[config.mk]
export PLATFORM = sky130hd
export DESIGN_NAME = pipeline_hazard_controller
export DESIGN_NICKNAME = d
export VERILOG_FILES = /design/src/rtl/hazard_pkg.sv /design/src/rtl/pipeline_hazard_controller_sat_counter.sv /design/src/rtl/pipeline_hazard_controller.sv
export SDC_FILE = /design/constraint.sdc
export NUM_CORES = 1
export LEC_CHECK = 0
export CAP_MARGIN = 20
export CORE_MARGIN = 5
export CORE_UTILIZATION = 49
export CTS_CLUSTER_SIZE = 16
export DETAILED_ROUTE_END_ITERATION = 8
export PLACE_DENSITY = 0.85
export SYNTH_ARGS = -nofsm -noshare
export SYNTH_HDL_FRONTEND = slang
export SYNTH_SLANG_ARGS = --single-unit
[constraint.sdc]
create_clock -name clk -period 4.34 [get_ports clk]
set_input_delay 0.434 -clock clk [delete_from_list [all_inputs] [get_ports clk]]
set_output_delay 0.434 -clock clk [all_outputs]
set_load 0.02 [all_outputs]
[src/rtl/hazard_pkg.sv]
// Shared definitions for the front-end hazard controller.
//   hz_state_t : controller FSM state (RUN / FLUSH / MEM_WAIT; encoding 3 is illegal)
//   REG_PC     : architectural PC register number; never a load-use source
//   COUNT_W    : width of the performance-debug event counters
package hazard_pkg;

  typedef enum logic [1:0] {
    RUN      = 2'd0,
    FLUSH    = 2'd1,
    MEM_WAIT = 2'd2
  } hz_state_t;

  localparam logic [3:0] REG_PC  = 4'd15;
  localparam int         COUNT_W = 16;

endpackage

[src/rtl/pipeline_hazard_controller_sat_counter.sv]
// Saturating up-counter used for stall/flush event counting.
// Ports:
//   clk   : rising-edge clock
//   reset : asynchronous active-high reset, clears count
//   en    : count this cycle
//   clr   : synchronous clear (wins over en)
//   count : current value; sticks at all-ones
module sat_counter #(
  parameter int W = 16
) (
  input  logic         clk,
  input  logic         reset,
  input  logic         en,
  input  logic         clr,
  output logic [W-1:0] count
);

  always_ff @(posedge clk or posedge reset) begin
    if (reset) begin
      count <= '0;
    end else if (clr) begin
      count <= '0;
    end else if (en && !(&count)) begin
      count <= count + 1'b1;
    end
  end

endmodule

[src/rtl/pipeline_hazard_controller.sv]
// Front-end sequencer for the pipelined core. Each cycle decides PC advance,
// fetch-register load/hold/noop, decode bubble and back-end freeze, resolving
// memory wait, taken-branch flush and load-use hazards (in that priority).
// Ports:
//   clk, reset                    : clock, asynchronous active-high reset
//   decRn/decRm/decRd, decUses*   : decode-stage source registers and qualifiers
//   exValid, exMemRead, exRd      : execute-stage load information
//   branchTaken                   : execute resolved a taken branch
//   memReq, memReady              : data-memory handshake
//   pcWriteEnable, fetchRegEnable : PC / fetch register load enables
//   fetchNoop, decodeNoop         : bubble injection into fetch / decode registers
//   pipeFreeze                    : holds execute, memory, writeback registers
//   stallCount, flushCount        : saturating event counters
//   state                         : FSM state for debug
module pipeline_hazard_controller
  import hazard_pkg::*;
#(
  parameter int FLUSH_CYCLES = 2
) (
  input  logic               clk,
  input  logic               reset,
  input  logic [3:0]         decRn,
  input  logic [3:0]         decRm,
  input  logic [3:0]         decRd,
  input  logic               decUsesRn,
  input  logic               decUsesRm,
  input  logic               decUsesRd,
  input  logic               exValid,
  input  logic               exMemRead,
  input  logic [3:0]         exRd,
  input  logic               branchTaken,
  input  logic               memReq,
  input  logic               memReady,
  output logic               pcWriteEnable,
  output logic               fetchRegEnable,
  output logic               fetchNoop,
  output logic               decodeNoop,
  output logic               pipeFreeze,
  output logic [COUNT_W-1:0] stallCount,
  output logic [COUNT_W-1:0] flushCount,
  output logic [1:0]         state
);

  // flushCnt value loaded on a taken branch: the branch cycle itself is the
  // first noop cycle, FLUSH then runs until the counter reaches zero.
  localparam logic [2:0] FLUSH_RELOAD = 3'((FLUSH_CYCLES > 1) ? (FLUSH_CYCLES - 2) : 0);
  localparam bit         FLUSH_MULTI  = (FLUSH_CYCLES > 1);

  hz_state_t  state_q, state_d;
  logic [2:0] flush_cnt_q, flush_cnt_d;
  logic       mem_wait;
  logic       load_use;

  // Once in MEM_WAIT the freeze holds until memReady, regardless of memReq.
  assign mem_wait = ~memReady & (memReq | (state_q == MEM_WAIT));

  assign load_use = exValid & exMemRead & (exRd != REG_PC) &
                    ((decUsesRn & (decRn == exRd)) |
                     (decUsesRm & (decRm == exRd)) |
                     (decUsesRd & (decRd == exRd)));

  always_comb begin
    pcWriteEnable  = 1'b1;
    fetchRegEnable = 1'b1;
    fetchNoop      = 1'b0;
    decodeNoop     = 1'b0;
    pipeFreeze     = 1'b0;
    state_d        = state_q;
    flush_cnt_d    = flush_cnt_q;

    if (reset) begin
      pcWriteEnable = 1'b0;
      fetchNoop     = 1'b1;
      decodeNoop    = 1'b1;
      state_d       = RUN;
      flush_cnt_d   = 3'd0;
    end else if (mem_wait) begin
      // Any pending flush is dropped; the held branch re-resolves on release.
      pcWriteEnable  = 1'b0;
      fetchRegEnable = 1'b0;
      pipeFreeze     = 1'b1;
      state_d        = MEM_WAIT;
      flush_cnt_d    = 3'd0;
    end else begin
      unique case (state_q)
        RUN, MEM_WAIT: begin
          // MEM_WAIT with memReady behaves as RUN in the release cycle.
          state_d = RUN;
          if (branchTaken) begin
            fetchNoop  = 1'b1;
            decodeNoop = 1'b1;
            if (FLUSH_MULTI) begin
              state_d     = FLUSH;
              flush_cnt_d = FLUSH_RELOAD;
            end
          end else if (load_use) begin
            pcWriteEnable  = 1'b0;
            fetchRegEnable = 1'b0;
            decodeNoop     = 1'b1;
          end
        end
        FLUSH: begin
          fetchNoop = 1'b1;
          if (branchTaken) begin
            decodeNoop = 1'b1;
            if (FLUSH_MULTI) begin
              flush_cnt_d = FLUSH_RELOAD;
            end else begin
              state_d = RUN;
            end
          end else if (flush_cnt_q == 3'd0) begin
            state_d = RUN;
          end else begin
            flush_cnt_d = flush_cnt_q - 3'd1;
          end
        end
        default: begin
          state_d     = RUN;
          flush_cnt_d = 3'd0;
        end
      endcase
    end
  end

  always_ff @(posedge clk or posedge reset) begin
    if (reset) begin
      state_q     <= RUN;
      flush_cnt_q <= 3'd0;
    end else begin
      state_q     <= state_d;
      flush_cnt_q <= flush_cnt_d;
    end
  end

  assign state = state_q;

  sat_counter #(.W(COUNT_W)) u_stall_cnt (
    .clk   (clk),
    .reset (reset),
    .en    (~pcWriteEnable),
    .clr   (1'b0),
    .count (stallCount)
  );

  sat_counter #(.W(COUNT_W)) u_flush_cnt (
    .clk   (clk),
    .reset (reset),
    .en    (fetchNoop),
    .clr   (1'b0),
    .count (flushCount)
  );

endmodule
==> impl_metrics.ini, run 1 <==
[cells_and_area]
final_nets = 288
final_cell_area_sq_um = 2764
final_util_pct = 69.60
drive_above_1_share_pct = 8.108
antenna-diode-count = 0
flow.area_growth_from_synthesis_pct = 39.11

[setup_path]
critical_path_arrival_ps = 2560
setup.worst_path.start_class = input port
r2r_slack_ps = 2340
critical_path_peak_fanout = 4
worst-path-buf-inv = 2
timing.critical_path.required_ps = 3910
count_of_cells_along_the_worst_register_to_register_path = 5
timing.critical_path.max_delay_family = buffers and inverters
critical_path.slowest_cell = clkdlybuf4s50_1
endpoint_kind = output port
cpPeakStageDelay_ps = 610
worstSetupPathType = in -> out
cp.depth = 6
path_cells = clkdlybuf4s50_1 > xor2_1 > nor4_2 > o31ai_2 > and2_2 > clkdlybuf4s50_1
critical-path-top-cell-by-count = clkdlybuf4s50_1

[sta]
final-hold-violation-count = 0
tns_ps = 0
worst_hold_slack_ps = 487.3
finalClockSkew_ps = 7.541
achievable-frequency_mhz = 333.9
worstMarginPinSlew_ps = 632.5
rsz0062_at_grt = false
layout_min_cycle_time_ps = 2995
final_cycle_utilization_of_the_critical_path_pct = 69.02
setup_violations = 0
slew-limit-headroom_pct = 57.79
timing.final.max_slew_violations = 0

[route]
routed-via-count = 1589
drt_iter0_markers = 77
detail_route.wirelength_um = 4388
avgViaCountPerCell = 5.142
antenna_left = 0
drt_first_pass_iters = 4
routed_wire_per_std_cell_um = 14.20
drc_errors = 0

[synth]
yosysSeqAreaShare_pct = 46.60
number_of_synthesized_register_bits = 37
synth_ff_type = dfrtp_1
synth-edff-count = 0
synth.cell_area_sq_um = 1987
synth.yosys.warnings = 0
postSynthNetCount = 218
number_of_instances_in_the_synthesized_netlist = 188
post_synth.cell_area_avg_sq_um = 10.57
asyncSetResetFlopFracSynth_pct = 100.0
synth_cell_type_count = 33

[place]
port_buffers = 64
detailedPlacementHpwl_um = 3481
routabilityCongestion = 0.7558
detailed_place.area_sq_um = 2681

[clocking]
cts.hold.buffers_added = 0
cts_repair_resize_count = 0
clk_root_buffer_cell = clkbuf_8
cts_made_buffers = 5
cts_htree_levels = 2
postCtsSetupRepairBufs = 0
tritoncts = built
clk_latency_ps = 280
ctsLongestPathBuffers = 2
cts.clk_slew.worst_paths_ps = 70
numClockSinks = 37

[grt]
grt_overflow = 0
global_route.usage.total_pct = 17.52
wire_length_of_the_first_global_routing_pass_um = 7548
largest_net_degree_at_the_start_of_global_routing = 24
grt_pass1_vias = 1730
grt_antenna_before_repair = 0

[worst_hold_path]
hp-class = reg -> reg
holdPathStages = 1

[job]
cap_violations = 0

[floorplan]
floorplan.initialDensity_pct = 50.03
dieWidth_um = 73.68
die_area_sq_um = 5429
rows = 23
pin_count = 65
area_of_the_core_region_sq_um = 3971
floorplan.die.height_um = 73.68

[status]
run_status = finished, final reports clean

[pwr]
p_total_mw = 1.165
power.density_cell_area_nw_per_um2 = 421.5
power.static_leakage_nw = 1.164
max-vdd-ir-drop_v = 0.0004957
-- final timing paths --
check,endpoint,start
min reg2reg,u_stall_cnt.count[10]$_DFFE_PP0P_,u_stall_cnt.count[10]$_DFFE_PP0P_
max in group asynchronous,u_stall_cnt.count[10]$_DFFE_PP0P_,reset
max,pcWriteEnable,exRd[0]
min,u_stall_cnt.count[10]$_DFFE_PP0P_,u_stall_cnt.count[10]$_DFFE_PP0P_
max reg2reg,u_stall_cnt.count[1]$_DFFE_PP0P_,u_stall_cnt.count[7]$_DFFE_PP0P_
min in group asynchronous,state[1]$_DFFE_PP0P_,reset
-- layout make-up --
| class | instances | area, sq um |
|---|---|---|
| clock buffer | 6 | 72.57 |
| clock inverter | 2 | 10.01 |
| fill | 315 | 1207 |
| inverter | 8 | 30.03 |
| multi-input combinational | 141 | 1015 |
| sequential | 37 | 925.9 |
| tap | 50 | 62.56 |
| timing repair buffer | 65 | 648.1 |
-- per-layer routing --
layer / up-vias / share of wire, % / routed length, um / GRT usage [%]
li1: 789 / - / - / -
met1: 756 / 44 / 1944 / 21.82
met2: 38 / 50 / 2175 / 30.51
met3: 6 / 4.6 / 204 / 4.241
met4: 0 / 1.4 / 63 / 4.024
met5: - / 0 / 0 / 0
-- logic make-up after synthesis --
logic type      count (synthesis)  synth area share [%]
flops                          37                 46.60
fa+ha+maj                       4                 2.519
simple gates                   76                 21.03
compound gates                 16                 7.242
buf+inv                        10                 2.330
xor+xnor                       41                 18.07
mux                             4                 2.204
-- worst register-to-register path: cells and delay by family (launching register included) --
kind | cells | cell delay [ps]
and+or+nand+nor | 3 | 670
DFF | 1 | 420
AOI/OAI and AO/OA | 1 | 420
muxes | 1 | 390
-- where the power goes --
| group | leakage [nW] | total (mW) | switching, mW | internal, mW |
|---|---|---|---|---|
| sequential | 0.485 | 0.500 | 0.0848 | 0.415 |
| clock | 0.0450 | 0.225 | 0.114 | 0.111 |
| combinational | 0.634 | 0.440 | 0.215 | 0.224 |
| total | 1.16 | 1.17 | 0.414 | 0.751 |
-- layout by cell type, fill, tap and decap left out --
cell type	n
nor4_2	3
a2111oi_0	1
xor2_1	13
clkdlybuf4s50_1	64
inv_1	8
dfrtp_1	37
and2_2	1
o31ai_2	1
nor3_1	1
ha_1	4
o31ai_4	1
o21ai_0	5
mux2i_1	1
and3_1	9
nor2b_1	1
mux2_2	3
o21bai_1	1
nand3b_1	1
or2_2	2
nand2b_1	4
a32oi_4	1
and4_1	2
xnor2_1	28
nand3_1	14
o2bb2ai_1	1
a21oi_1	3
nand4_1	11
o2111ai_1	1
and2_1	1
buf_4	1
a31o_2	1
clkbuf_1	1
clkinv_2	2
nand2_1	13
nor2_1	13
clkbuf_8	5
-- per-stage QoR --
step                std cells  worst slack [ps]
floorplan                 188              2122
global placement          301              1408
detailed placement        301              1326
CTS                       309              1325
global route              309              1213
finish                    309              1345
-- synthesized netlist by cell type, types with 2 or more instances --
cell type,count,area [sq um]
nand4_1,11,68.82
inv_1,8,30.03
o21ai_0,5,25.02
mux2_2,3,33.78
dfrtp_1,37,925.9
nor4_2,3,37.54
nand3_1,14,70.07
and3_1,9,56.30
ha_1,4,50.05
xor2_1,13,113.9
xnor2_1,28,245.2
a21oi_1,3,15.01
nand2_1,13,48.80
nor2_1,13,48.80
and4_1,2,17.52
or2_2,2,12.51
nand2b_1,4,25.02
-- sequential cells by signal (all words and copies together), names as in the netlist --
name	cells
flush_cnt_q	3
u_stall_cnt.count	16
u_flush_cnt.count	16
state	2
(Power assumes the default switching activity.)
==> inputs of run 2 (changes only) <==
Settings changed: CORE_UTILIZATION 49 to 41, PLACE_DENSITY 0.85 to 0.75.
Clock period 4.34 ns to 2.53 ns, I/O delays scaled along.
==> impl_metrics.ini, run 2 (same netlist as run 1, synthesis figures left out) <==
[sta]
setup_violations = 0
slew-limit-headroom_pct = 67.49
achievable-frequency_mhz = 426.2
finalClockSkew_ps = 4.549
layout_min_cycle_time_ps = 2346
timing.final.ws_setup_ps = 183.6
final_cycle_utilization_of_the_critical_path_pct = 92.74
worstMarginPinSlew_ps = 485.9
rsz0062_at_grt = false
timing.final.max_slew_violations = 0
final-hold-violation-count = 0

[pwr]
p_total_mw = 2.014
power.static_leakage_nw = 1.181
power.density_cell_area_nw_per_um2 = 716.3
max-vdd-ir-drop_v = 0.0006112

[cells_and_area]
drive_above_1_share_pct = 8.812
number_of_standard_cells_in_the_layout_taps_in_and_fillers_out = 328
final_nets = 291
flow.area_growth_from_synthesis_pct = 41.50
layout.cells.most_common_list = clkdlybuf4s50_1 (61), dfrtp_1 (37), xnor2_1 (28)
final_util_pct = 59.52
final_cell_area_sq_um = 2811
biggestRegsByFlops = u_flush_cnt.count x16, u_stall_cnt.count x16, flush_cnt_q x3
final_common_cell = clkdlybuf4s50_1
antenna-diode-count = 0

[clocking]
ctsLongestPathBuffers = 2
cts_made_buffers = 5
clk_root_buffer_cell = clkbuf_8
cts_htree_levels = 2
tritoncts = built
postCtsSetupRepairBufs = 0
numClockSinks = 37
cts.hold.buffers_added = 0
clk_latency_ps = 280
cts.clk_slew.worst_paths_ps = 70

[status]
run_status = finished, final reports clean

[route]
drc_errors = 0
antenna_left = 0
drt_iter0_markers = 42
routed_wire_per_std_cell_um = 13.18
routed-via-count = 1597
drt-met1-wl_um = 1876
avgViaCountPerCell = 4.869
topRoutingLayerUsed = met4
drt_first_pass_iters = 4
detail_route.wirelength_um = 4322
wl_met2_um = 2138
met3WireLength_um = 190

[setup_path]
critical_path_arrival_ps = 2090
timing.critical_path.required_ps = 2280
worstSetupPathType = in -> out
endpoint_kind = output port
setup.worst_path.start_class = input port
critical_path_peak_fanout = 4

[place]
place.detailed.instances = 321
detailed_place.area_sq_um = 2725
port_buffers = 64
routabilityCongestion = 0.7898
detailedPlacementHpwl_um = 3421
preCtsSetupSlack_ps = -106.2

[grt]
wire_length_of_the_first_global_routing_pass_um = 7741
grt_overflow = 0
grt_antenna_before_repair = 0
largest_net_degree_at_the_start_of_global_routing = 39
global_route.usage.total_pct = 15.50
grt_pass1_vias = 1647

[floorplan]
die_area_sq_um = 6339
pin_count = 65
rows = 25
floorplan.initialDensity_pct = 42.07
area_of_the_core_region_sq_um = 4723
floorplan.die.height_um = 79.62
dieWidth_um = 79.62

[job]
cap_violations = 0

[worst_hold_path]
hp-class = reg -> reg
==> run 2: critical path: stages <==
cell and delay, ps:
clkdlybuf4s50_1 520, xor2_1 220, nor4_2 350, nor3_1 110, nor2_1 100, a21oi_1 50, o21ai_0 130, dlygate4sd2_1 360
==> run 2: path summary, 6_finish.rpt <==
path	startpoint	to	slack, ps	depth (start not counted)
setup reg to reg	u_stall_cnt.count[6]$_DFFE_PP0P_	u_stall_cnt.count[3]$_DFFE_PP0P_	590	7
max in group asynchronous	reset	state[1]$_DFFE_PP0P_	1620	3
setup / recovery	exRd[1]	decodeNoop	180	8
hold / removal	u_stall_cnt.count[15]$_DFFE_PP0P_	u_stall_cnt.count[15]$_DFFE_PP0P_	490	1
min in group asynchronous	reset	u_stall_cnt.count[1]$_DFFE_PP0P_	580	3
hold reg to reg	u_stall_cnt.count[15]$_DFFE_PP0P_	u_stall_cnt.count[15]$_DFFE_PP0P_	490	1
==> run 2: layout make-up <==
| cell class | count | area (sq um) |
|---|---|---|
| well taps | 67 | 83.83 |
| clock buffers | 7 | 86.33 |
| inverters | 8 | 30.03 |
| repair buffers | 68 | 670.6 |
| flip-flops and latches | 37 | 925.9 |
| fillers | 409 | 1912 |
| multi-input cells | 141 | 1015 |
==> run 2: routing by layer <==
layer,track usage [%],vias to the layer above
li1,-,796
met1,19.70,756
met2,25.04,33
met3,3.837,12
met4,6.529,0
met5,0,-
==> run 2: repair_timing <==
| action | 4_1_cts | 5_1_grt |
|---|---|---|
| gates cloned | 0 | 0 |
| gates resized for setup | 2 | 1 |
| endpoints found under the setup margin | 2 | 1 |
| endpoints found under the hold margin | 0 | 0 |
==> run 2: report_power, final <==
group / switching, mW / internal, mW / leakage [nW]
combinational: 0.363 / 0.386 / 0.652
clock: 0.190 / 0.216 / 0.0443
sequential: 0.146 / 0.713 / 0.485
==> run 2: per-stage QoR <==
stage	hold slack, ps	TNS, ps
3_3_place_gp	473.9	-46.95
5_1_grt	523.4	0
4_1_cts	493.3	0
6_report	487.3	0
2_1_floorplan	319.4	0
3_5_place_dp	484.3	-134.0
